[src/rtl/mc_pkg.sv]
// mc_pkg: shared opcodes, state encodings, datapath select codes and trap causes
package mc_pkg;
   localparam logic [5:0] OP_RTYPE = 6'b000000;
   localparam logic [5:0] OP_LW    = 6'b100011;
   localparam logic [5:0] OP_SW    = 6'b101011;
   localparam logic [5:0] OP_BEQ   = 6'b000100;
   localparam logic [5:0] OP_J     = 6'b000010;
   localparam logic [5:0] OP_ADDI  = 6'b001000;
   typedef enum logic [3:0] {
      S_FETCH  = 4'd0,  S_DECODE = 4'd1,  S_MEMADR = 4'd2,  S_MEMRD  = 4'd3,
      S_MEMWB  = 4'd4,  S_MEMWR  = 4'd5,  S_EXEC   = 4'd6,  S_RWB    = 4'd7,
      S_BRANCH = 4'd8,  S_JUMP   = 4'd9,  S_ADDIEX = 4'd10, S_ADDIWB = 4'd11,
      S_TRAP   = 4'd12
   } state_t;
   localparam logic [1:0] ALU_ADD     = 2'b00;
   localparam logic [1:0] ALU_SUB     = 2'b01;
   localparam logic [1:0] ALU_FUNCT   = 2'b10;
   localparam logic [1:0] SRCB_RT     = 2'b00;
   localparam logic [1:0] SRCB_FOUR   = 2'b01;
   localparam logic [1:0] SRCB_IMM    = 2'b10;
   localparam logic [1:0] SRCB_IMM_SH = 2'b11;
   localparam logic [1:0] PCS_ALU     = 2'b00;
   localparam logic [1:0] PCS_ALUOUT  = 2'b01;
   localparam logic [1:0] PCS_JUMP    = 2'b10;
   localparam logic [1:0] PCS_EXC     = 2'b11;
   typedef enum logic [1:0] {
      EXC_NONE = 2'b00, EXC_ILLEGAL = 2'b01, EXC_OVF = 2'b10, EXC_TIMEOUT = 2'b11
   } exc_t;
endpackage

[src/rtl/mc_mem_timer.sv]
// mc_mem_timer: counts consecutive not-ready cycles of a memory handshake and flags a timeout
module mc_mem_timer #(
   parameter int MEM_WAIT_MAX = 15,
   parameter int CNT_W        = 8
) (
   input  logic clk,
   input  logic rst_n,
   input  logic busy,
   input  logic mem_ready,
   output logic timeout
);
   logic [CNT_W-1:0] wait_cnt;
   assign timeout = busy && !mem_ready && wait_cnt == CNT_W'(MEM_WAIT_MAX);
   // every exit from a waiting state is caused by ready or timeout, so clearing on those covers state changes
   always_ff @(posedge clk)
      if (!rst_n || !busy || mem_ready || timeout) wait_cnt <= '0;
      else wait_cnt <= wait_cnt + CNT_W'(1);
endmodule

[src/rtl/mc_control_fsm.sv]
// mc_control_fsm: multi-cycle MIPS control sequencer with memory-wait timeout and trap reporting
module mc_control_fsm
   import mc_pkg::*;
#(
   parameter int MEM_WAIT_MAX = 15,
   parameter int CNT_W        = 8
) (
   input  logic       SYS_clk,
   input  logic       SYS_reset,
   input  logic [5:0] OpCode,
   input  logic       mem_ready,
   input  logic       alu_ovf,
   input  logic       alu_zero,
   output logic       PCWrite,
   output logic       PCWriteCond,
   output logic       IorD,
   output logic       MemRead,
   output logic       MemWrite,
   output logic       IRWrite,
   output logic       MemtoReg,
   output logic       RegDst,
   output logic       RegWrite,
   output logic       ALUSrcA,
   output logic [1:0] ALUSrcB,
   output logic [1:0] ALUOp,
   output logic [1:0] PCSource,
   output logic [3:0] state_o,
   output logic       retire,
   output logic       exc_valid,
   output logic [1:0] exc_cause
);
   state_t state;
   exc_t   pend_cause;
   logic   busy, timeout, unused_zero;
   // the branch decision itself is made in the datapath by gating PCWriteCond with alu_zero
   assign unused_zero = alu_zero;
   assign busy = state == S_FETCH || state == S_MEMRD || state == S_MEMWR;
   assign state_o = SYS_reset ? state : S_FETCH;
   mc_mem_timer #(.MEM_WAIT_MAX(MEM_WAIT_MAX), .CNT_W(CNT_W)) u_timer (
      .clk(SYS_clk), .rst_n(SYS_reset), .busy(busy), .mem_ready(mem_ready), .timeout(timeout)
   );
   always_ff @(posedge SYS_clk)
      if (!SYS_reset) begin
         state      <= S_FETCH;
         pend_cause <= EXC_NONE;
         exc_valid  <= 1'b0;
         exc_cause  <= EXC_NONE;
      end else
         case (state)
            S_FETCH, S_MEMRD, S_MEMWR:
               if (mem_ready) state <= state == S_FETCH ? S_DECODE : state == S_MEMRD ? S_MEMWB : S_FETCH;
               else if (timeout) begin
                  state      <= S_TRAP;
                  pend_cause <= EXC_TIMEOUT;
               end
            S_DECODE:
               case (OpCode)
                  OP_RTYPE:     state <= S_EXEC;
                  OP_LW, OP_SW: state <= S_MEMADR;
                  OP_BEQ:       state <= S_BRANCH;
                  OP_J:         state <= S_JUMP;
                  OP_ADDI:      state <= S_ADDIEX;
                  default: begin
                     state      <= S_TRAP;
                     pend_cause <= EXC_ILLEGAL;
                  end
               endcase
            S_MEMADR: state <= OpCode == OP_LW ? S_MEMRD : S_MEMWR;
            S_EXEC:   state <= S_RWB;
            S_ADDIEX: state <= S_ADDIWB;
            S_RWB, S_ADDIWB:
               if (alu_ovf) begin
                  state      <= S_TRAP;
                  pend_cause <= EXC_OVF;
               end else state <= S_FETCH;
            S_TRAP: begin
               state     <= S_FETCH;
               exc_valid <= 1'b1;
               exc_cause <= pend_cause;
            end
            default: state <= S_FETCH;
         endcase
   // strobes stay low while reset is held so an aborted instruction never commits
   always_comb begin
      PCWrite     = 1'b0;
      PCWriteCond = 1'b0;
      IorD        = 1'b0;
      MemRead     = 1'b0;
      MemWrite    = 1'b0;
      IRWrite     = 1'b0;
      MemtoReg    = 1'b0;
      RegDst      = 1'b0;
      RegWrite    = 1'b0;
      ALUSrcA     = 1'b0;
      ALUSrcB     = SRCB_RT;
      ALUOp       = ALU_ADD;
      PCSource    = PCS_ALU;
      retire      = 1'b0;
      if (SYS_reset)
         case (state)
            S_FETCH: begin
               MemRead = !timeout;
               ALUSrcB = SRCB_FOUR;
               IRWrite = mem_ready;
               PCWrite = mem_ready;
            end
            S_DECODE: ALUSrcB = SRCB_IMM_SH;
            S_MEMADR, S_ADDIEX: begin
               ALUSrcA = 1'b1;
               ALUSrcB = SRCB_IMM;
            end
            S_MEMRD: begin
               MemRead = !timeout;
               IorD    = 1'b1;
            end
            S_MEMWB: begin
               RegWrite = 1'b1;
               MemtoReg = 1'b1;
               retire   = 1'b1;
            end
            S_MEMWR: begin
               MemWrite = !timeout;
               IorD     = 1'b1;
               retire   = mem_ready;
            end
            S_EXEC: begin
               ALUSrcA = 1'b1;
               ALUOp   = ALU_FUNCT;
            end
            S_RWB, S_ADDIWB: begin
               RegDst   = state == S_RWB;
               RegWrite = !alu_ovf;
               retire   = !alu_ovf;
            end
            S_BRANCH: begin
               ALUSrcA     = 1'b1;
               ALUOp       = ALU_SUB;
               PCWriteCond = 1'b1;
               PCSource    = PCS_ALUOUT;
               retire      = 1'b1;
            end
            S_JUMP: begin
               PCWrite  = 1'b1;
               PCSource = PCS_JUMP;
               retire   = 1'b1;
            end
            S_TRAP: begin
               PCWrite  = 1'b1;
               PCSource = PCS_EXC;
            end
            default: ;
         endcase
   end
endmodule
[config.mk]
export PLATFORM = sky130hd
export DESIGN_NAME = mc_control_fsm
export DESIGN_NICKNAME = d
export VERILOG_FILES = /design/src/rtl/mc_pkg.sv /design/src/rtl/mc_mem_timer.sv /design/src/rtl/mc_control_fsm.sv
export SDC_FILE = /design/constraint.sdc
export NUM_CORES = 1
export LEC_CHECK = 0
export BUFFER_PORTS_ARGS = -buffer_cell sky130_fd_sc_hd__buf_2
export CORE_UTILIZATION = 51
export CTS_CLUSTER_SIZE = 8
export DETAILED_ROUTE_END_ITERATION = 16
export GPL_TIMING_DRIVEN = 0
export PLACE_DENSITY = 0.8
export RECOVER_POWER = 25
export SLEW_MARGIN = 20
export SYNTH_ARGS = -nofsm -noshare
export SYNTH_HDL_FRONTEND = slang
export SYNTH_HIERARCHICAL = 1
export SYNTH_SLANG_ARGS = --single-unit
[constraint.sdc]
create_clock -name SYS_clk -period 2.4 [get_ports SYS_clk]
set_clock_uncertainty 0.1 [all_clocks]
set_input_delay 0.24 -clock SYS_clk [delete_from_list [all_inputs] [get_ports SYS_clk]]
set_output_delay 0.24 -clock SYS_clk [all_outputs]
set_load 0.05 [all_outputs]
==> results of run 1 <==
## synth_stat cells, drive strengths merged (3+ instances only)
| cell | instances |
|---|---|
| mux2i | 3 |
| nor2 | 14 |
| nor4 | 7 |
| dfxtp | 17 |
| buf | 4 |
| o21ai | 10 |
| clkbuf | 5 |
| nand2b | 4 |
| nor3 | 7 |
| xnor2 | 3 |
| nand2 | 18 |
| and3 | 3 |
| a21oi | 11 |
| nand3 | 5 |
| or3 | 7 |
| inv | 11 |
| nor2b | 6 |
## worst min path at each step
stage / start / to / slack, ns / cells past startpoint
2_1_floorplan: SYS_reset / state[3] / 0.34 / 2
3_3_place_gp: exc_valid / exc_valid / 0.34 / 1
3_5_place_dp: exc_valid / exc_valid / 0.35 / 1
4_1_cts: SYS_reset / state[3] / 0.25 / 3
5_1_grt: OpCode[1] / state[0] / 0.28 / 3
6_report: OpCode[4] / pend_cause[1] / 0.27 / 4
## flip-flops by register name, indices dropped and copies added (netlist names)
signal and cells:
u_timer/wait_cnt 8, exc_cause 2, state 4, pend_cause 2
exc_valid 1
## per-layer routing
| layer | up-vias | part of all wire [%] | global-route usage (%) |
|---|---|---|---|
| li1 | 704 | - | - |
| met1 | 652 | 43 | 32.6 |
| met2 | 74 | 48 | 41.8 |
| met3 | 2 | 8.9 | 6.73 |
| met4 | 0 | 0.56 | 5.41 |
| met5 | - | 0 | 0 |
## cells by family after synthesis
kind of cell	count (synthesis)	share of synthesized area, %
simple gates	84	37.7
compound gates	42	22.5
buf+inv	20	6.21
flops	17	27.2
xor+xnor	3	2.10
mux	3	2.40
fa+ha+maj	2	1.80
## layout make-up
type,instances,area share (%)
multi-input cells,134,57.4
flip-flops and latches,17,22.1
repair buffers,34,11.5
inverters,11,2.67
plain buffers,7,2.35
well taps,28,2.27
clock buffers,3,1.46
clock inverters,1,0.324
## metrics by stage
step / area, um^2 / instances / setup TNS, ns
finish: 1550 / 235 / 0
global route: 1550 / 235 / -0.0806
CTS: 1530 / 234 / 0
detailed placement: 1480 / 232 / -0.283
global placement: 1480 / 232 / -0.0207
floorplan: 1280 / 171 / -0.739
## what timing repair did
item,in CTS,in global routing
gates resized for setup,6,10
buffers inserted,0,1
pin swaps,0,3
hold endpoints to repair,0,0
setup endpoints to repair,13,15
## power by group through the flow
stage          clock network (mW)  logic (mW)  registers, mW
4_1_cts                     0.154       0.943          0.380
3_3_place_gp                    0       0.937          0.357
6_report                    0.151       0.992          0.384
5_1_grt                     0.167        1.05          0.392
3_5_place_dp                    0       0.948          0.359
2_1_floorplan                   0       0.750          0.359
## critical path, stage by stage, from the launching register on
cell and delay, ns:
dfxtp_1 0.32, clkbuf_4 0.18, xnor2_2 0.17, mux2i_1 0.19
nor2_1 0.09, and4bb_4 0.25, nor4_2 0.29, buf_4 0.25
==> metrics.csv, run 1 <==
stage;metric;value;unit
pwr;sw frac;53.3;%
global_routing;vias in the first global route;1202;
yosys;dominant synthesized flop cell;dfxtp_1;
finish;Reg area;342;um^2
clocking;Num CTS Buffers;3;
finish;# nets final;220;
yosys;Yosys top cell area share;27.2;%
floorplan;core box area;0.00225;mm^2
floorplan;Ports;35;
worst_hold_path;HP Class;input port to flop;
critical_path;Worst Path Required;2.06;ns
finish;commonest non-fill, non-tap cell in the layout;buf_2;
floorplan;num rows;17;
yosys;syn_nets;183;
run;max cap viols;0;
finish;# fillers;196;
clocking;H-tree levels;1;
global_routing;GR Overflow Total;0;
sta;RSZ-0062 raised after global routing;true;
finish;fin util;68.6;%
pwr;Reg power frac;25.1;%
finish;area occupied by multi-input gates;887;um^2
pwr;Net Switching;814;uW
status;status;completed;
yosys;post-synthesis cell type count;50;
critical_path;R2R Path End;state[2];
detailed_routing;wire per inst;13.8;um
yosys;Synth async-reset ratio;0;%
critical_path;Worst Setup End Kind;output pin;
yosys;post-synthesis register bit count;17;
yosys;Avg Cell Area, Syn;7.31;um^2
placement;dpl hpwl;2460;um
clocking;CTS Sinks;17;
detailed_routing;Final ANT Viol Nets;0;
floorplan;Die Ht;51.5;um
global_routing;first-pass GRT wire length;5090;um
pwr;peak supply drop;770;uV
critical_path;Crit. Startpoint;state[2];
placement;GP Congestion;0.903;
sta;Fin. Hold Viols;0;
critical_path;Critical R2R Launch;state[2];
pwr;Gate power share;65.0;%
sta;hold_ws;0.273;ns
critical_path;CP Max Fanout;10;
yosys;Post-synth EDFFs;0;
detailed_routing;DR pass1 iterations;4;
yosys;Yosys top cell by area;dfxtp_1;
yosys;Mapped Area;0.00125;mm^2
floorplan;Die W;51.5;um
sta;Peak Freq;0.420;GHz
sta;Final Worst Setup Slack;0.0209;ns
detailed_routing;drt total wl;3230;um
detailed_routing;DRC errors left;0;
clocking;CTS root buf;clkbuf_4;
finish;layout cells sized above 1;29.0;%
critical_path;CP Launch Type;flop;
pwr;Power Total;1.53;mW
critical_path;R2R Setup Slk;0.05;ns
floorplan;die area;0.00265;mm^2
pwr;P_int;712;uW
floorplan;Initial Util;55.4;%
yosys;ranking of synthesized cells by area;dfxtp_1 (27%), nand2_1 (5.4%), a21oi_1 (4.4%);
critical_path;reg2reg path depth;10;
clocking;Hold Buf Count CTS;0;
pwr;leak pwr;0.650;nW
clocking;CTS tree;yes;
finish;antenna cells;0;
detailed_routing;vias per cell;6.09;
critical_path;crit path to;MemWrite;
pwr;power per cell area;987;mW/mm^2
critical_path;CP arrival;2.04;ns
sta;measured slew at the worst slew-check pin;0.572;ns
pwr;clock power share;9.9;%
sta;final setup fails;0;
placement;IO Port Bufs;33;
clocking;CTS clk-pin slew, worst paths;0.10;ns
clocking;clk_lat worst skew;0.29;ns
clocking;maximum clock path buffer count;2;
sta;post-layout min period;2.38;ns
yosys;Ys Warns;6;
finish;Layout area overhead;23.7;%
yosys;Cells after Synth;171;
sta;crit share post-route;99.1;%
global_routing;largest net degree at the start of global routing;11;
detailed_routing;DRT iter0 DRCs;66;
yosys;sequential share of the synthesized area;27.2;%
finish;commonest non-fill, non-tap cells in the layout;buf_2 (29), nand2_1 (18), dfxtp_1 (16), nor2_1 (14);
detailed_routing;vias;1432;
global_routing;Tot GR Track Use;25.2;%
sta;max-slew violation count;0;
global_routing;initial antenna violation count;0;
critical_path;Crit Path Category;flop to output pin;
sta;max_slew headroom;61.6;%
placement;DP Worst Slack;-0.0972;ns
Note: power is estimated with default switching activity, not from simulation.
==> run 2: changes to the inputs <==
==> config.mk (replaced) <==
export PLATFORM = sky130hd
export DESIGN_NAME = mc_control_fsm
export DESIGN_NICKNAME = d
export VERILOG_FILES = /design/src/rtl/mc_pkg.sv /design/src/rtl/mc_mem_timer.sv /design/src/rtl/mc_control_fsm.sv
export SDC_FILE = /design/constraint.sdc
export NUM_CORES = 1
export LEC_CHECK = 0
export BUFFER_PORTS_ARGS = -buffer_cell sky130_fd_sc_hd__buf_4
export CORE_UTILIZATION = 52
export CTS_CLUSTER_SIZE = 8
export DETAILED_ROUTE_END_ITERATION = 16
export GPL_TIMING_DRIVEN = 0
export PLACE_DENSITY = 0.81
export RECOVER_POWER = 25
export SLEW_MARGIN = 20
export SYNTH_ARGS = -nofsm -noshare
export SYNTH_HDL_FRONTEND = slang
export SYNTH_SLANG_ARGS = --single-unit
==> run 2 against run 1 <==
  * Routed wire length rose by 10%
  * Register-to-register slack better by 0.61 ns
  * Non-clock buffer count is the same
  * Maximum frequency up 6.0%
  * Total power fell by 14%
  * Area after synthesis grew 3.7%
  * Via count grew 1.7%
  * Cell area grew 3.1%
  * Die area increased by 1.6%
  * Critical path type unchanged
==> metrics.csv, run 2 <==
stage;metric;value;unit;change
pwr;Gate power share;62.6;%;-2.4 points
floorplan;die area;0.00270;mm^2;+1.6%
yosys;Synth async-reset ratio;0;%;unchanged
sta;max-slew violation count;0;;unchanged
global_routing;Tot GR Track Use;29.4;%;+4.2 points
yosys;Yosys top cell area share;26.3;%;-0.97 points
critical_path;worst-path cell chain;buf_4, nand2_1, nor3_1, o21a_1, buf_4;;
clocking;CTS clk-pin slew, worst paths;0.10;ns;about the same
detailed_routing;vias per cell;6.14;;+0.82%
finish;Biggest register;u_timer.wait_cnt;;
global_routing;GR Overflow Total;0;;unchanged
placement;dpl hpwl;2760;um;+12%
yosys;Post-Synth XOR/XNOR Area;5.41;%;+3.3 points
pwr;sw frac;51.8;%;-1.5 points
placement;GP Congestion;0.914;;+1.1%
detailed_routing;Final ANT Viol Nets;0;;unchanged
placement;IO Port Bufs;31;;-6.1%
finish;Finished Cell Area;0.00159;mm^2;+3.1%
yosys;sequential share of the synthesized area;26.3;%;-0.97 points
floorplan;Initial Util;57.0;%;+1.5 points
sta;Peak Freq;0.446;GHz;+6.0%
sta;setup TNS;0;ns;unchanged
critical_path;CP max stage delay;0.44;ns;+0.12 ns
yosys;syn_nets;186;;+1.6%
finish;Regs by FF count;u_timer.wait_cnt: 8 flops, state: 4 flops;;
critical_path;Worst Setup End Kind;output pin;;
floorplan;Die Ht;51.9;um;+0.82%
finish;max reg flops;8;;unchanged
sta;Fin. Hold Viols;0;;unchanged
sta;final setup fails;0;;unchanged
detailed_routing;DR pass1 iterations;4;;unchanged
yosys;simple-gate share of the synthesized area;39.1;%;+1.4 points
yosys;Cells after Synth;174;;+1.8%
yosys;Mapped Area;0.00130;mm^2;+3.7%
critical_path;CP arrival;1.90;ns;-0.14 ns
yosys;Synth top cells by count;nor2_1 (31), dfxtp_1 (17), nand2_1 (15);;
clocking;CTS root buf;clkbuf_4;;
floorplan;num rows;17;;unchanged
placement;DP Area;0.00158;mm^2;+6.5%
pwr;clock power share;12.0;%;+2.1 points
pwr;leak pwr;0.646;nW;-0.57%
sta;crit share post-route;93.5;%;-5.6 points
pwr;P_int;636;uW;-11%
sta;RSZ-0062 raised after global routing;false;;
yosys;post-synthesis register bit count;17;;unchanged
sta;max_slew headroom;60.2;%;-1.4 points
critical_path;CP most frequent cell;buf_4;;
critical_path;CP Max Fanout;10;;unchanged
yosys;mux cell area share after synthesis;0;%;-2.4 points
pwr;peak supply drop;518;uV;-33%
clocking;clk_lat worst skew;0.30;ns;about the same
finish;layout cells sized above 1;25.8;%;-3.1 points
yosys;adder-cell area share of the yosys netlist;0.965;%;-0.84 points
critical_path;Crit Path Category;flop to output pin;;
yosys;post-synthesis cell type count;53;;+6.0%
yosys;Avg Cell Area, Syn;7.45;um^2;+1.9%
floorplan;Die W;51.9;um;+0.82%
placement;Cells after DPL;233;;+0.43%
floorplan;Ports;35;;unchanged
yosys;Yosys top cell by area;dfxtp_1;;
pwr;power per cell area;828;mW/mm^2;-16%
sta;post-layout min period;2.24;ns;-0.135 ns
global_routing;largest net degree at the start of global routing;11;;unchanged
critical_path;CP Launch Type;flop;;
yosys;largest family of logic cells by synthesized area;simple AND/OR/NAND/NOR gates;;
yosys;Post-synth EDFFs;0;;unchanged
clocking;CTS tree;yes;;
finish;antenna cells;0;;unchanged
detailed_routing;drt total wl;3560;um;+10%
run;max cap viols;0;;unchanged
finish;commonest non-fill, non-tap cells in the layout;nor2_1 (31), buf_4 (29), dfxtp_1 (17), nand2_1 (15), nor3_1 (9);;
clocking;Num CTS Buffers;3;;unchanged
finish;Layout area overhead;23.0;%;
detailed_routing;vias;1456;;+1.7%
yosys;ranking of synthesized cells by area;dfxtp_1 (26%), nor2_1 (9.0%), nand2_1 (4.3%);;
status;status;completed;;
critical_path;Slowest cell on crit path;dfxtp_1;;
global_routing;vias in the first global route;1323;;+10%
yosys;complex-gate fraction of the synthesized area;23.0;%;+0.45 points
yosys;most common cell in the netlist;nor2_1;;
sta;hold_ws;0.194;ns;-0.0792 ns
yosys;Ys Warns;0;;-6
pwr;Net Switching;684;uW;-16%
clocking;H-tree levels;1;;unchanged
global_routing;initial antenna violation count;0;;unchanged
global_routing;first-pass GRT wire length;5950;um;+17%
finish;Finished Layout Cells;237;;+0.85%
sta;measured slew at the worst slew-check pin;0.600;ns;+0.0277 ns
clocking;maximum clock path buffer count;2;;unchanged
detailed_routing;DRC errors left;0;;unchanged
clocking;CTS Sinks;17;;unchanged
finish;# nets final;222;;+0.91%
pwr;Reg power frac;25.4;%;+0.3 points
detailed_routing;wire per inst;15.0;um;+9.2%
yosys;dominant synthesized flop cell;dfxtp_1;;
worst_hold_path;HP Class;input port to flop;;
finish;commonest non-fill, non-tap cell in the layout;nor2_1;;
detailed_routing;DRT iter0 DRCs;40;;-39%
floorplan;core box area;0.00228;mm^2;+0.94%
finish;# fillers;193;;-1.5%
critical_path;Worst Path Required;2.06;ns;about the same
run 2: changes by cell type after synthesis, sizes merged, moves of 6 or more:
| cell | before | now |
|---|---|---|
| nor3 | 7 | 13 |
| inv | 11 | 4 |
| nor2 | 14 | 33 |
| or3 | 7 | 0 |
| a21oi | 11 | 2 |
run 2: final cells by class:
type | instances | area (um^2) | area share, %
plain buffers | 10 | 53.8 | 3.38
flip-flops and latches | 17 | 340 | 21.4
multi-input cells | 143 | 908 | 57.0
clock inverters | 1 | 5.00 | 0.314
well taps | 28 | 35.0 | 2.20
repair buffers | 31 | 214 | 13.4
inverters | 4 | 15.0 | 0.942
clock buffers | 3 | 22.5 | 1.41
run 2: power groups by stage:
stage          Clock [mW]  Combinational, mW  Sequential (mW)
2_1_floorplan           0              0.613            0.339
3_3_place_gp            0              0.810            0.339
3_5_place_dp            0              0.821            0.341
4_1_cts             0.161              0.825            0.334
5_1_grt             0.170              0.885            0.338
6_report            0.159              0.826            0.335
run 2: final timing paths:
path                            start                   to  slack (ns)  cells after the start
hold / removal              OpCode[1]             state[0]        0.19                      3
setup reg to reg             state[2]        pend_cause[0]        0.66                      6
setup / recovery             state[0]             RegWrite        0.16                      5
hold reg to reg   u_timer.wait_cnt[0]  u_timer.wait_cnt[0]        0.36                      1
run 2: cells by family after synthesis:
| kind of cell | Yosys count |
|---|---|
| AO/OA/AOI/OAI | 40 |
| flip-flops | 17 |
| XOR/XNOR | 8 |
| AND/OR/NAND/NOR | 94 |
| buffers and inverters | 14 |
| adder cells (fa/ha/maj) | 1 |
run 2: worst max-delay path: cells and delay by family, from the launching register on:
family / cells / cell delay (ns)
and+or+nand+nor: 2 / 0.56
DFF: 1 / 0.44
buffers and inverters: 2 / 0.40
AOI/OAI and AO/OA: 1 / 0.20
run 2: stage by stage:
stage	worst slack, ns	util, %	total power [mW]
global route	0.0312	70.0	1.39
global placement	0.460	69.4	1.15
finish	0.156	70.0	1.32
detailed placement	0.445	69.4	1.16
floorplan	0.0916	-	0.952
CTS	0.0929	70.6	1.32
run 2: timing repair:
action	CTS	global route
setup buffers	0	0
hold buffers	0	0
endpoints found under the setup margin	0	2
gates resized for setup	0	1
run 2: metal layers:
layer  up-vias  track usage [%]  share of wire, %
li1        697                -                 -
met1       670             34.8                41
met2        80             51.9                48
met3         9             2.63               7.7
met4         0             15.3               2.8
met5         -                0                 0
==> run 3: changes to the inputs <==
--- a/config.mk
+++ b/config.mk
@@ -6,11 +6,11 @@
 export NUM_CORES = 1
 export LEC_CHECK = 0
 export BUFFER_PORTS_ARGS = -buffer_cell sky130_fd_sc_hd__buf_4
-export CORE_UTILIZATION = 52
+export CORE_UTILIZATION = 50
 export CTS_CLUSTER_SIZE = 8
 export DETAILED_ROUTE_END_ITERATION = 16
 export GPL_TIMING_DRIVEN = 0
-export PLACE_DENSITY = 0.81
+export PLACE_DENSITY = 0.79
 export RECOVER_POWER = 25
 export SLEW_MARGIN = 20
 export SYNTH_ARGS = -nofsm -noshare
==> run 3 against run 2 <==
  * Largest power group unchanged
  * Clock power hardly changed
  * Count of clock-buffer cells in the layout unchanged
  * Highest routed layer unchanged
  * Sequential power barely moved
  * Hold slack better by 0.0039 ns
  * First-iteration DRC count increased by 48%
  * Cell count rose by 0.84%
  * Critical path type unchanged
  * Via count down 3.0%
  * Routed wire length decreased by 3.2%
  * Utilization down 5.1 points
==> metrics.csv, run 3 (synthesis gave the netlist of run 2 again) <==
stage;metric;value;unit;change
status;status;completed;;
clocking;CTS clk-pin slew, worst paths;0.10;ns;about the same
sta;max_slew headroom;59.8;%;-0.39 points
placement;IO Port Bufs;31;;unchanged
finish;area occupied by multi-input gates;900;um^2;-0.96%
global_routing;initial antenna violation count;0;;unchanged
detailed_routing;vias;1413;;-3.0%
pwr;Net Switching;674;uW;-1.5%
floorplan;Ports;35;;unchanged
clocking;maximum clock path buffer count;2;;unchanged
placement;dpl hpwl;2730;um;-0.92%
global_routing;largest net degree at the start of global routing;12;;+1
floorplan;Die Ht;52.9;um;+1.9%
pwr;P_int;638;uW;+0.28%
detailed_routing;DR pass1 iterations;4;;unchanged
clocking;Setup Buffers After CTS;0;;unchanged
clocking;clk_lat worst skew;0.29;ns;about the same
pwr;power per cell area;823;mW/mm^2;-0.67%
detailed_routing;DRT iter0 DRCs;59;;+48%
pwr;sw frac;51.4;%;-0.46 points
placement;Cells after DPL;235;;+0.86%
floorplan;Initial Util;52.8;%;-4.2 points
finish;fin util;64.9;%;-5.1 points
finish;Reg area;340;um^2;unchanged
finish;antenna cells;0;;unchanged
sta;setup TNS;0;ns;unchanged
worst_hold_path;hold path start;alu_ovf;;
global_routing;Tot GR Track Use;27.0;%;-2.4 points
sta;crit share post-route;94.2;%;+0.75 points
finish;commonest non-fill, non-tap cell in the layout;nor2_1;;
finish;Biggest register;u_timer.wait_cnt;;
detailed_routing;wire per inst;14.4;um;-4.0%
worst_hold_path;hold-critical path endpoint;state[3];;
finish;layout cells sized above 1;25.8;%;unchanged
placement;DP Worst Slack;0.483;ns;+0.0379 ns
sta;measured slew at the worst slew-check pin;0.606;ns;+0.00586 ns
finish;commonest non-fill, non-tap cells in the layout;nor2_1 (32), buf_4 (30), dfxtp_1 (17), nand2_1 (15), nor3_1 (9);;
detailed_routing;vias per cell;5.91;;-3.8%
worst_hold_path;HP Class;input port to flop;;
pwr;Power Total;1.31;mW;-0.67%
clocking;Hold Buf Count CTS;0;;unchanged
sta;final setup fails;0;;unchanged
pwr;Gate power share;62.7;%;about the same
sta;Peak Freq;0.442;GHz;-0.79%
critical_path;CP arrival;1.92;ns;+0.02 ns
global_routing;first-pass GRT wire length;5560;um;-6.6%
finish;Finished Cell Area;0.00159;mm^2;unchanged
sta;Final Worst Setup Slack;0.138;ns;-0.0179 ns
clocking;PostCTS Resize Cnt;0;;unchanged
floorplan;core box area;0.00245;mm^2;+7.9%
sta;Fin. Hold Viols;0;;unchanged
placement;GP Congestion;0.948;;+3.8%
finish;# nets final;222;;unchanged
critical_path;CP Launch Type;flop;;
finish;max reg flops;8;;unchanged
finish;Layout area overhead;23.0;%;unchanged
critical_path;reg2reg path depth;6;;unchanged
clocking;CTS tree;yes;;
finish;# fillers;231;;+20%
global_routing;GR Overflow Total;0;;unchanged
pwr;Reg power frac;25.4;%;about the same
floorplan;Die W;52.9;um;+1.9%
run;max cap viols;0;;unchanged
critical_path;Crit Path Category;flop to output pin;;
detailed_routing;Final ANT Viol Nets;0;;unchanged
sta;max-slew violation count;0;;unchanged
critical_path;Critical R2R Launch;state[2];;
pwr;clock power share;11.9;%;about the same
sta;RSZ-0062 raised after global routing;false;;
critical_path;R2R Path End;pend_cause[0];;
clocking;CTS Sinks;17;;unchanged
critical_path;R2R Setup Slk;0.60;ns;-0.06 ns
clocking;H-tree levels;1;;unchanged
sta;post-layout min period;2.26;ns;+0.0179 ns
placement;DP Area;0.00158;mm^2;+0.16%
pwr;peak supply drop;571;uV;+10%
detailed_routing;DRC errors left;0;;unchanged
clocking;CTS root buf;clkbuf_4;;
pwr;leak pwr;0.644;nW;-0.30%
sta;hold_ws;0.198;ns;+0.00394 ns
floorplan;num rows;18;;+1
worst_hold_path;WHS Path Cells;3;;unchanged
critical_path;CP Max Fanout;10;;unchanged
floorplan;die area;0.00280;mm^2;+3.8%
detailed_routing;drt total wl;3450;um;-3.2%
finish;Regs by FF count;u_timer.wait_cnt: 8 flops, state: 4 flops;;
critical_path;Worst Setup End Kind;output pin;;
finish;Finished Layout Cells;239;;+0.84%
critical_path;Worst Path Required;2.06;ns;about the same
clocking;Num CTS Buffers;3;;unchanged
global_routing;vias in the first global route;1270;;-4.0%
==> run 3: worst max-delay path by stage <==
| stage | startpoint | endpoint | slack, ns |
|---|---|---|---|
| detailed placement | state[2] | MemRead | 0.48 |
| floorplan | state[1] | ALUSrcB[1] | 0.09 |
| global route | state[3] | MemRead | 0.03 |
| global placement | state[2] | MemRead | 0.48 |
| CTS | state[2] | MemRead | 0.13 |
| finish | state[2] | MemRead | 0.14 |
==> run 3: area by class of cell <==
cell class / instances / share of cell area [%]
multi-input combinational: 143 / 56.4
sequential: 17 / 21.4
timing repair buffer: 31 / 13.7
buffer: 10 / 3.38
tap: 30 / 2.35
clock buffer: 3 / 1.41
inverter: 4 / 0.942
clock inverter: 1 / 0.471
==> run 3: power groups by stage <==
stage                     Sequential (mW)  Combinational [mW]  Clock [mW]
after floorplan                     0.339               0.613           0
after global placement              0.338               0.806           0
after detailed placement            0.340               0.821           0
after CTS                           0.333               0.824       0.162
after global routing                0.337               0.877       0.170
final                               0.333               0.822       0.156
==> run 3: worst max-delay path, stage by stage (launching register included) <==
cell      delay [ns]
dfxtp_1         0.32
buf_4           0.17
xnor2_1         0.28
a22oi_2         0.16
nor3_2          0.40
a211oi_2        0.09
buf_4           0.21
==> run 3: metal layers <==
metal | GRT usage (%) | wire [um] | up-vias
li1 | - | - | 692
met1 | 33.5 | 1480 | 653
met2 | 45.8 | 1660 | 63
met3 | 6.32 | 274 | 5
met4 | 8.33 | 30 | 0
met5 | 0 | 0 | -
